`src/rtl/niosii_sysid_pkg.sv`:
```
// Shared types and address map for the Nios II sysid checker.
// State encoding and the two sysid control-slave word addresses.
package niosii_sysid_pkg;

    typedef enum logic [2:0] {
        ST_IDLE,
        ST_RD_ID,
        ST_RD_TS,
        ST_CMP,
        ST_DONE,
        ST_FAIL
    } sysid_state_t;

    localparam logic SYSID_ADDR_ID = 1'b0;
    localparam logic SYSID_ADDR_TS = 1'b1;

    // States in which a new check may be launched.
    function automatic logic is_rest_state(input sysid_state_t s);
        return (s == ST_IDLE) || (s == ST_DONE) || (s == ST_FAIL);
    endfunction

endpackage

```
`src/rtl/niosii_sysid_timer.sv`:
```
// Per-attempt stall counter and per-word retry counter.
// timeout is combinational so the read strobe drops right after the last allowed stall.
module niosii_sysid_timer
#(
    parameter int unsigned TIMEOUT_CYCLES = 16,
    parameter int unsigned RETRY_LIMIT    = 2
) (
    input  logic clock,
    input  logic reset,
    input  logic clear,
    input  logic stall,
    input  logic retry_clear,
    output logic timeout,
    output logic retries_exhausted
);
    import niosii_sysid_pkg::*;

    localparam logic [7:0] LP_WAIT_LAST = 8'(TIMEOUT_CYCLES - 1);
    localparam logic [2:0] LP_RETRY_MAX = 3'(RETRY_LIMIT);

    logic [7:0] r_wait_cnt;
    logic [2:0] r_retry_cnt;

    assign timeout           = stall && (r_wait_cnt == LP_WAIT_LAST);
    assign retries_exhausted = (r_retry_cnt == LP_RETRY_MAX);

    always_ff @(posedge clock) begin
        if (reset) begin
            r_wait_cnt  <= '0;
            r_retry_cnt <= '0;
        end else begin
            if (clear || timeout) begin
                r_wait_cnt <= '0;
            end else if (stall) begin
                r_wait_cnt <= r_wait_cnt + 8'd1;
            end
            if (retry_clear) begin
                r_retry_cnt <= '0;
            end else if (timeout && !retries_exhausted) begin
                r_retry_cnt <= r_retry_cnt + 3'd1;
            end
        end
    end

endmodule

```
`config.mk`:
```
export PLATFORM = sky130hd
export DESIGN_NAME = niosii_sysid_timer
export DESIGN_NICKNAME = d
export VERILOG_FILES = /design/src/rtl/niosii_sysid_pkg.sv /design/src/rtl/niosii_sysid_timer.sv
export SDC_FILE = /design/constraint.sdc
export NUM_CORES = 1
export LEC_CHECK = 0
export CAP_MARGIN = 20
export CORE_MARGIN = 3
export CORE_UTILIZATION = 40
export CTS_CLUSTER_DIAMETER = 120
export CTS_CLUSTER_SIZE = 10
export DETAILED_ROUTE_END_ITERATION = 7
export GPL_ROUTABILITY_DRIVEN = 0
export MAX_ROUTING_LAYER = met4
export PLACE_DENSITY = 0.59
export RECOVER_POWER = 100
export SYNTH_ARGS = -nofsm -noshare
export SYNTH_HDL_FRONTEND = slang
export SYNTH_SLANG_ARGS = --single-unit
export TNS_END_PERCENT = 10
```
`constraint.sdc`:
```
create_clock -name clock -period 1.52 [get_ports clock]
set_input_delay 0.228 -clock clock [delete_from_list [all_inputs] [get_ports clock]]
set_output_delay 0.228 -clock clock [all_outputs]
set_load 0.03 [all_outputs]
```
Word level (Yosys, flattened, before mapping)
Cells that the tools add are included.
- bits in registers: 11
- $add $sub $neg: 2
- equality and inequality tests: 2
- reductions and logical operators: 6
- operator list (operator ; count):
    8-bit by 1-bit adder with 8-bit output (second input constant) ; 1
    8-bit by 4-bit equality test with 1-bit output (second input constant) ; 1
    2-bit OR reduction ; 2
    3-bit by 1-bit adder with 3-bit output (second input constant) ; 1
    3-bit by 2-bit equality test with 1-bit output (second input constant) ; 1
    1-bit logical AND ; 2
    1-bit zero test ; 1
    1-bit logical OR ; 1

Logic depth before layout (Yosys ltp)
Gate-level depths: netlist of the first run.
- depth in word-level cells: 4
- depth in mapped cells: 5
- depth with buffers taken out: 5

Least setup slack after synthesis of the first run
OpenSTA, ideal clock, no wires.
- kind: register to register
- from: reg r_wait_cnt[4]
- to: reg r_retry_cnt[2]
- buffers on the path: 0
- period minus slack after synthesis: 1.618 ns
- setup slack: -0.098 ns
- stages on the path, launching flop included: 4
- library setup time: 0.060 ns
- required time: 1.460 ns
- data arrival time: 1.558 ns
- cell sequence: dfxtp_1 -> or4_4 -> nor2_1 -> a31o_1
- word-level cells in the longest chain between the ends: 3
- RTL lines (what ; RTL line ; source):
    start, declared ; niosii_sysid_timer.sv:21 ; logic [7:0] r_wait_cnt;
    start signal, assigned ; niosii_sysid_timer.sv:35 ; r_wait_cnt <= r_wait_cnt + 8'd1;
    8-bit by 4-bit equality test with 1-bit output ; niosii_sysid_timer.sv:24 ; assign timeout = stall && (r_wait_cnt == LP_WAIT_LAST);
    1-bit logical AND ; niosii_sysid_timer.sv:24 ;
    net timeout ; niosii_sysid_timer.sv:13 ; output logic timeout,
    1-bit logical AND ; niosii_sysid_timer.sv:39 ; end else if (timeout && !retries_exhausted) begin
    end signal, assigned ; niosii_sysid_timer.sv:40 ; r_retry_cnt <= r_retry_cnt + 3'd1;
    end, declared ; niosii_sysid_timer.sv:22 ; logic [2:0] r_retry_cnt;
The timed path passes the listed nets, and every way through them passes these cells.
A chain may end at the register's enable or synchronous reset.

Final worst setup path of the first run
- from: reg r_wait_cnt[5]
- to: out timeout
- word-level cells in the longest chain between the ends: 2
- RTL lines (what ; RTL line):
    8-bit by 4-bit equality test with 1-bit output ; niosii_sysid_timer.sv:24
    1-bit logical AND ; niosii_sysid_timer.sv:24
    end, declared ; niosii_sysid_timer.sv:13
Every way passes these cells.

==> impl_metrics.ini, run 1 <==
[route]
top_layer = met4
via_count = 467
first_pass_iters = 2
wl_per_cell_um = 11.0
met1Wirelength_um = 528
route.met3.wl_um = 22
wirelength_um = 1020
drtAntennaViolNets = 0
met2WireLength_um = 466
viasPerCell = 5.02
drcViolationCount = 0
drt_iter0_drc = 7

[worst_hold_path]
hp-start = r_retry_cnt[0]
hp-class = reg2reg

[timing]
setup_viol = 2
finalCritPeriodShare_pct = 106
skew_ns = 0.00290
report.final.slew_viol_count = 0
maxSlewHeadroom_pct = 81.3
fin_crit_ns = 1.62
hold_viol_final = 0
setup_slack_ns = -0.0979
max_freq_mhz = 618
tightest_slew_ns = 0.279
rsz0062_at_grt = yes

[power]
power.density_mw_per_mm2 = 716
p_leak_nw = 0.270
total_power_mw = 0.523
vdd_ir_drop_max_v = 0.000388

[worst_setup_path]
end_kind = output pin
slowest_delay_ns = 0.55
crit_type = reg2out
cp_max_fo = 2
required_ns = 1.29
critPathLaunch = r_wait_cnt[5]
crit_family = simple AND/OR/NAND/NOR gates
critPathLaunchType = flop
critPathBufInv = 1
crit_path_top_delay_cell = or4_4
r2r-start = r_wait_cnt[5]
critPathArrivalTime_ns = 1.39
crit_chain = or4_4, nor2_4, buf_6

[floorplan]
initial_core_util_pct = 45.3
row_count = 12
die_w_um = 42.4
dieArea_mm2 = 0.00180
die_h_um = 42.4
ios = 7
core-area_mm2 = 0.00117

[clock_tree]
cts_buffers = 3
cts_sinks = 11
tritoncts = built
clk_pin_slew_ns = 0.08
cts_buffer_depth = 2
cts-htree-levels = 1
clkLatencyLatePin_ns = 0.26
cts-root-buf = clkbuf_4

[layout]
nFillCells = 111
syn_to_final_growth_pct = 37.5
stdcell_area_um2 = 729
multi_input_area_um2 = 324
instances_no_fill = 93
drive_above_1_share_pct = 26.6
regArea_um2 = 223
nets = 88
insertedDiodeCount = 0
finish.utilization_pct = 62.3

[grt]
grt_pass1_vias = 484
grt_usage_pct = 14.0
grt_max_degree = 9
grt_pass1_wl_um = 1900
grt-ovfl-total = 0
antenna_found_initial = 0

[yosys]
synth-seq-area-share_pct = 41.5
yosysWarnings = 0
syn_area_um2 = 531
synth_xor_xnor_area_share_pct = 4.95
synth_top_family_by_area = simple AND/OR/NAND/NOR gates
synth_compound_area_share_pct = 12.0
synth_top_area_share_pct = 41.5
synthCells = 59
synth_seq_cells = 11
syn_nets = 67
yosys.area_share.simple_pct = 27.4
synthAdderAreaFrac_pct = 7.08
synth_cell_types = 21
syn_area_per_cell_um2 = 8.99
yosys.area.top_type = dfxtp_1
synthMuxAreaShare_pct = 5.66
synth_area_leaders = dfxtp_1, ha_1, mux2i_1

[placement]
post-place-cells = 88
placed_area_um2 = 673
dp_hpwl_um = 796
io_buffers = 6

[run_status]
violations = negative setup slack
outcome = finished, violations left

[job]
max-cap-violations = 0
## metrics by stage
step	setup TNS, ns	setup slack, ns	hold slack [ns]
3_5_place_dp	-0.392	-0.108	0.476
5_1_grt	-0.479	-0.150	0.496
6_report	-0.193	-0.0979	0.482
4_1_cts	-0.231	-0.101	0.487
2_1_floorplan	0	0.0522	0.305
3_3_place_gp	-0.364	-0.102	0.468
## worst paths after layout
kind / endpoint / depth (start not counted) / slack, ns
worst max register to register: r_retry_cnt[2] / 4 / -0.1
worst min-delay path: r_retry_cnt[0] / 2 / 0.48
worst max-delay path: timeout / 3 / -0.1
worst min register to register: r_retry_cnt[0] / 2 / 0.48
## where the power goes
part / leakage [nW] / switching, mW / internal (mW) / total [mW]
sequential: 0.0896 / 0.00181 / 0.290 / 0.292
combinational: 0.166 / 0.0129 / 0.0165 / 0.0293
clock: 0.0150 / 0.100 / 0.101 / 0.201
total: 0.270 / 0.115 / 0.408 / 0.523
## what timing repair did
| action | in CTS | in global routing |
|---|---|---|
| endpoints found under the setup margin | 1 | 11 |
| buffers inserted | 1 | 0 |
| hold buffers | 0 | 0 |
| pin swaps | 1 | 1 |
| resized for setup | 3 | 6 |
## area by class of cell
cell class | instances | share of cell area (%)
Multi-Input combinational cell | 46 | 44.4
Sequential cell | 11 | 30.5
Timing Repair Buffer | 16 | 18.0
Clock buffer | 4 | 3.60
Tap cell | 14 | 2.40
Inverter | 2 | 1.03
## cell families (layout without fill, tap and decap cells)
logic type | Yosys count | after routing
compound gates | 10 | 10
xor+xnor | 3 | 3
fa+ha+maj | 3 | 3
buf+inv | 2 | 22
flops | 11 | 11
mux | 3 | 3
simple gates | 27 | 27
## cells in the mapped netlist
cell type / number
dfxtp_1: 11
nand2_1: 7
nor2_1: 6
o21ai_0: 4
or3_1: 4
ha_1: 3
mux2i_1: 3
nand4_1: 3
a21boi_0: 2
a21oi_1: 2
inv_1: 2
nor4_1: 2
xor2_1: 2
a31o_1: 1
nor2b_1: 1
nor3_1: 1
nor3_2: 1
o311a_1: 1
or3_2: 1
or4_4: 1
xnor2_1: 1
## layer usage
layer | track usage (%) | up-vias
met3 | 3.86 | 2
met5 | - | -
met2 | 21.3 | 3
met1 | 17.3 | 205
met4 | 5.59 | 0
li1 | - | 257
## sequential cells by signal (all words and copies together), names as in the netlist
register and count:
r_wait_cnt 8, r_retry_cnt 3
## worst register-to-register path, cell delays in order (launching register included)
cell	delay, ns
dfxtp_2	0.32
or4_4	0.55
buf_4	0.17
o311a_1	0.28
a31o_1	0.19
## cell usage in the layout (no fill, tap or decap), types with 3 or more instances in the layout
master	count
clkdlybuf4s50_1	4
ha_1	3
nand2_1	7
clkbuf_4	3
nand4_1	3
o21ai_0	3
dfxtp_1	9
nor2_1	5
mux2i_1	3
or3_1	4
buf_4	8
Power figures use the tool's default switching activity.
==> run 2: changes to the inputs <==
SKIP_CTS_REPAIR_TIMING = 1   (was default)
==> run 2 against run 1 <==
The run still ends with negative setup slack left; register-to-register slack about the same; clock-buffer cell count stayed put; cell count unchanged; core utilization decreased by 0.96 points; via count grew 3.0%; flip-flop and latch count stayed put; non-clock buffer count is the same; clock skew increased by 0.0012 ns; total power about the same; largest power group unchanged; highest routed layer unchanged.
==> impl_metrics.ini, run 2 (synthesized netlist as in run 1, its figures left out) <==
[clock_tree]
cts-htree-levels = 1
cts_buffer_depth = 2
clk_pin_slew_ns = 0.07
cts_sinks = 11
cts_buffers = 3
tritoncts = built
cts-root-buf = clkbuf_4
clkLatencyLatePin_ns = 0.26

[timing]
max_freq_mhz = 613
whs_ns = 0.481
maxSlewHeadroom_pct = 81.2
tightest_slew_ns = 0.282
hold_viol_final = 0
setup_viol = 2
skew_ns = 0.00410
finalCritPeriodShare_pct = 107
fin_crit_ns = 1.63
setup_slack_ns = -0.110
setup-tns-final_ns = -0.206
report.final.slew_viol_count = 0
rsz0062_at_grt = yes

[route]
drt_iter0_drc = 13
drcViolationCount = 0
drtAntennaViolNets = 0
viasPerCell = 5.17
wl_per_cell_um = 11.0
wirelength_um = 1020
via_count = 481
first_pass_iters = 4

[floorplan]
row_count = 12
ios = 7
initial_core_util_pct = 45.3
dieArea_mm2 = 0.00180
die_h_um = 42.4
die_w_um = 42.4
core-area_mm2 = 0.00117

[layout]
syn_to_final_growth_pct = 35.4
multi_input_area_um2 = 317
nFillCells = 113
insertedDiodeCount = 0
drive_above_1_share_pct = 27.8
finish.utilization_pct = 61.3
largest_reg_flops = 8
regMostFlops = r_wait_cnt
stdcell_area_um2 = 718
nets = 88
final_cell_mix = dfxtp_1, buf_4, nand2_1
largestRegisters = r_wait_cnt (8), r_retry_cnt (3)
final_common_cell = dfxtp_1
instances_no_fill = 93
regArea_um2 = 223

[worst_setup_path]
end_kind = output pin
r2r-end = r_retry_cnt[2]
r2r-start = r_wait_cnt[7]
crit_type = reg2out
slowest_delay_ns = 0.57
crit_chain = or4_4, nor2_4, buf_6
critPathBufInv = 1
required_ns = 1.29
crit_path_top_delay_cell = or4_4
r2r_setup_slack_ns = -0.10
r2r_cells = 4
critPathLaunchType = flop
crit_family = simple AND/OR/NAND/NOR gates
critPathArrivalTime_ns = 1.40
cp_max_fo = 3

[placement]
placed_area_um2 = 673
dp_hpwl_um = 796
io_buffers = 6
dp_slack_ns = -0.108
post-place-cells = 88

[worst_hold_path]
min_to = r_retry_cnt[0]
hp-class = reg2reg
hp-start = r_retry_cnt[0]
min_path_cells = 2

[grt]
grt_max_degree = 9
grt_usage_pct = 13.6
grt-ovfl-total = 0
antenna_found_initial = 0
grt_pass1_wl_um = 1840
grt_pass1_vias = 462

[run_status]
outcome = finished, violations left
violations = negative setup slack

[power]
power.density_mw_per_mm2 = 728
p_leak_nw = 0.270
total_power_mw = 0.523
vdd_ir_drop_max_v = 0.000385

[job]
max-cap-violations = 0
## run 2: power breakdown
group          internal (mW)  leakage, nW  switching, mW  total, mW
Combinational         0.0167        0.165         0.0133     0.0300
Sequential             0.290       0.0896        0.00181      0.292
Clock                  0.101       0.0150         0.0998      0.201
## run 2: cell type report
| cell class | count | share of cell area [%] |
|---|---|---|
| repair buffers | 16 | 17.8 |
| inverters | 2 | 1.05 |
| flip-flops and latches | 11 | 31.0 |
| well taps | 14 | 2.44 |
| multi-input cells | 46 | 44.1 |
| clock buffers | 4 | 3.66 |
## run 2: routing by layer
layer,vias up,global-route usage (%),part of all wire (%)
li1,256,-,-
met1,214,17.0,51
met2,7,20.4,45
met3,4,3.86,2.5
met4,0,5.59,1.2
met5,-,-,0
## run 2: how the worst max path moves through the flow
| stage | startpoint | endpoint | cells after the start |
|---|---|---|---|
| 2_1_floorplan | r_wait_cnt[4] | r_retry_cnt[2] | 3 |
| 3_3_place_gp | stall | r_wait_cnt[4] | 5 |
| 3_5_place_dp | stall | r_wait_cnt[4] | 5 |
| 4_1_cts | r_wait_cnt[4] | timeout | 3 |
| 5_1_grt | r_wait_cnt[7] | timeout | 3 |
| 6_report | r_wait_cnt[7] | timeout | 3 |
## run 2: worst register-to-register path, stage by stage (launching register included)
cell and delay [ns]:
dfxtp_1 0.32, or4_4 0.57, buf_4 0.17, o311a_1 0.28, a31o_1 0.18
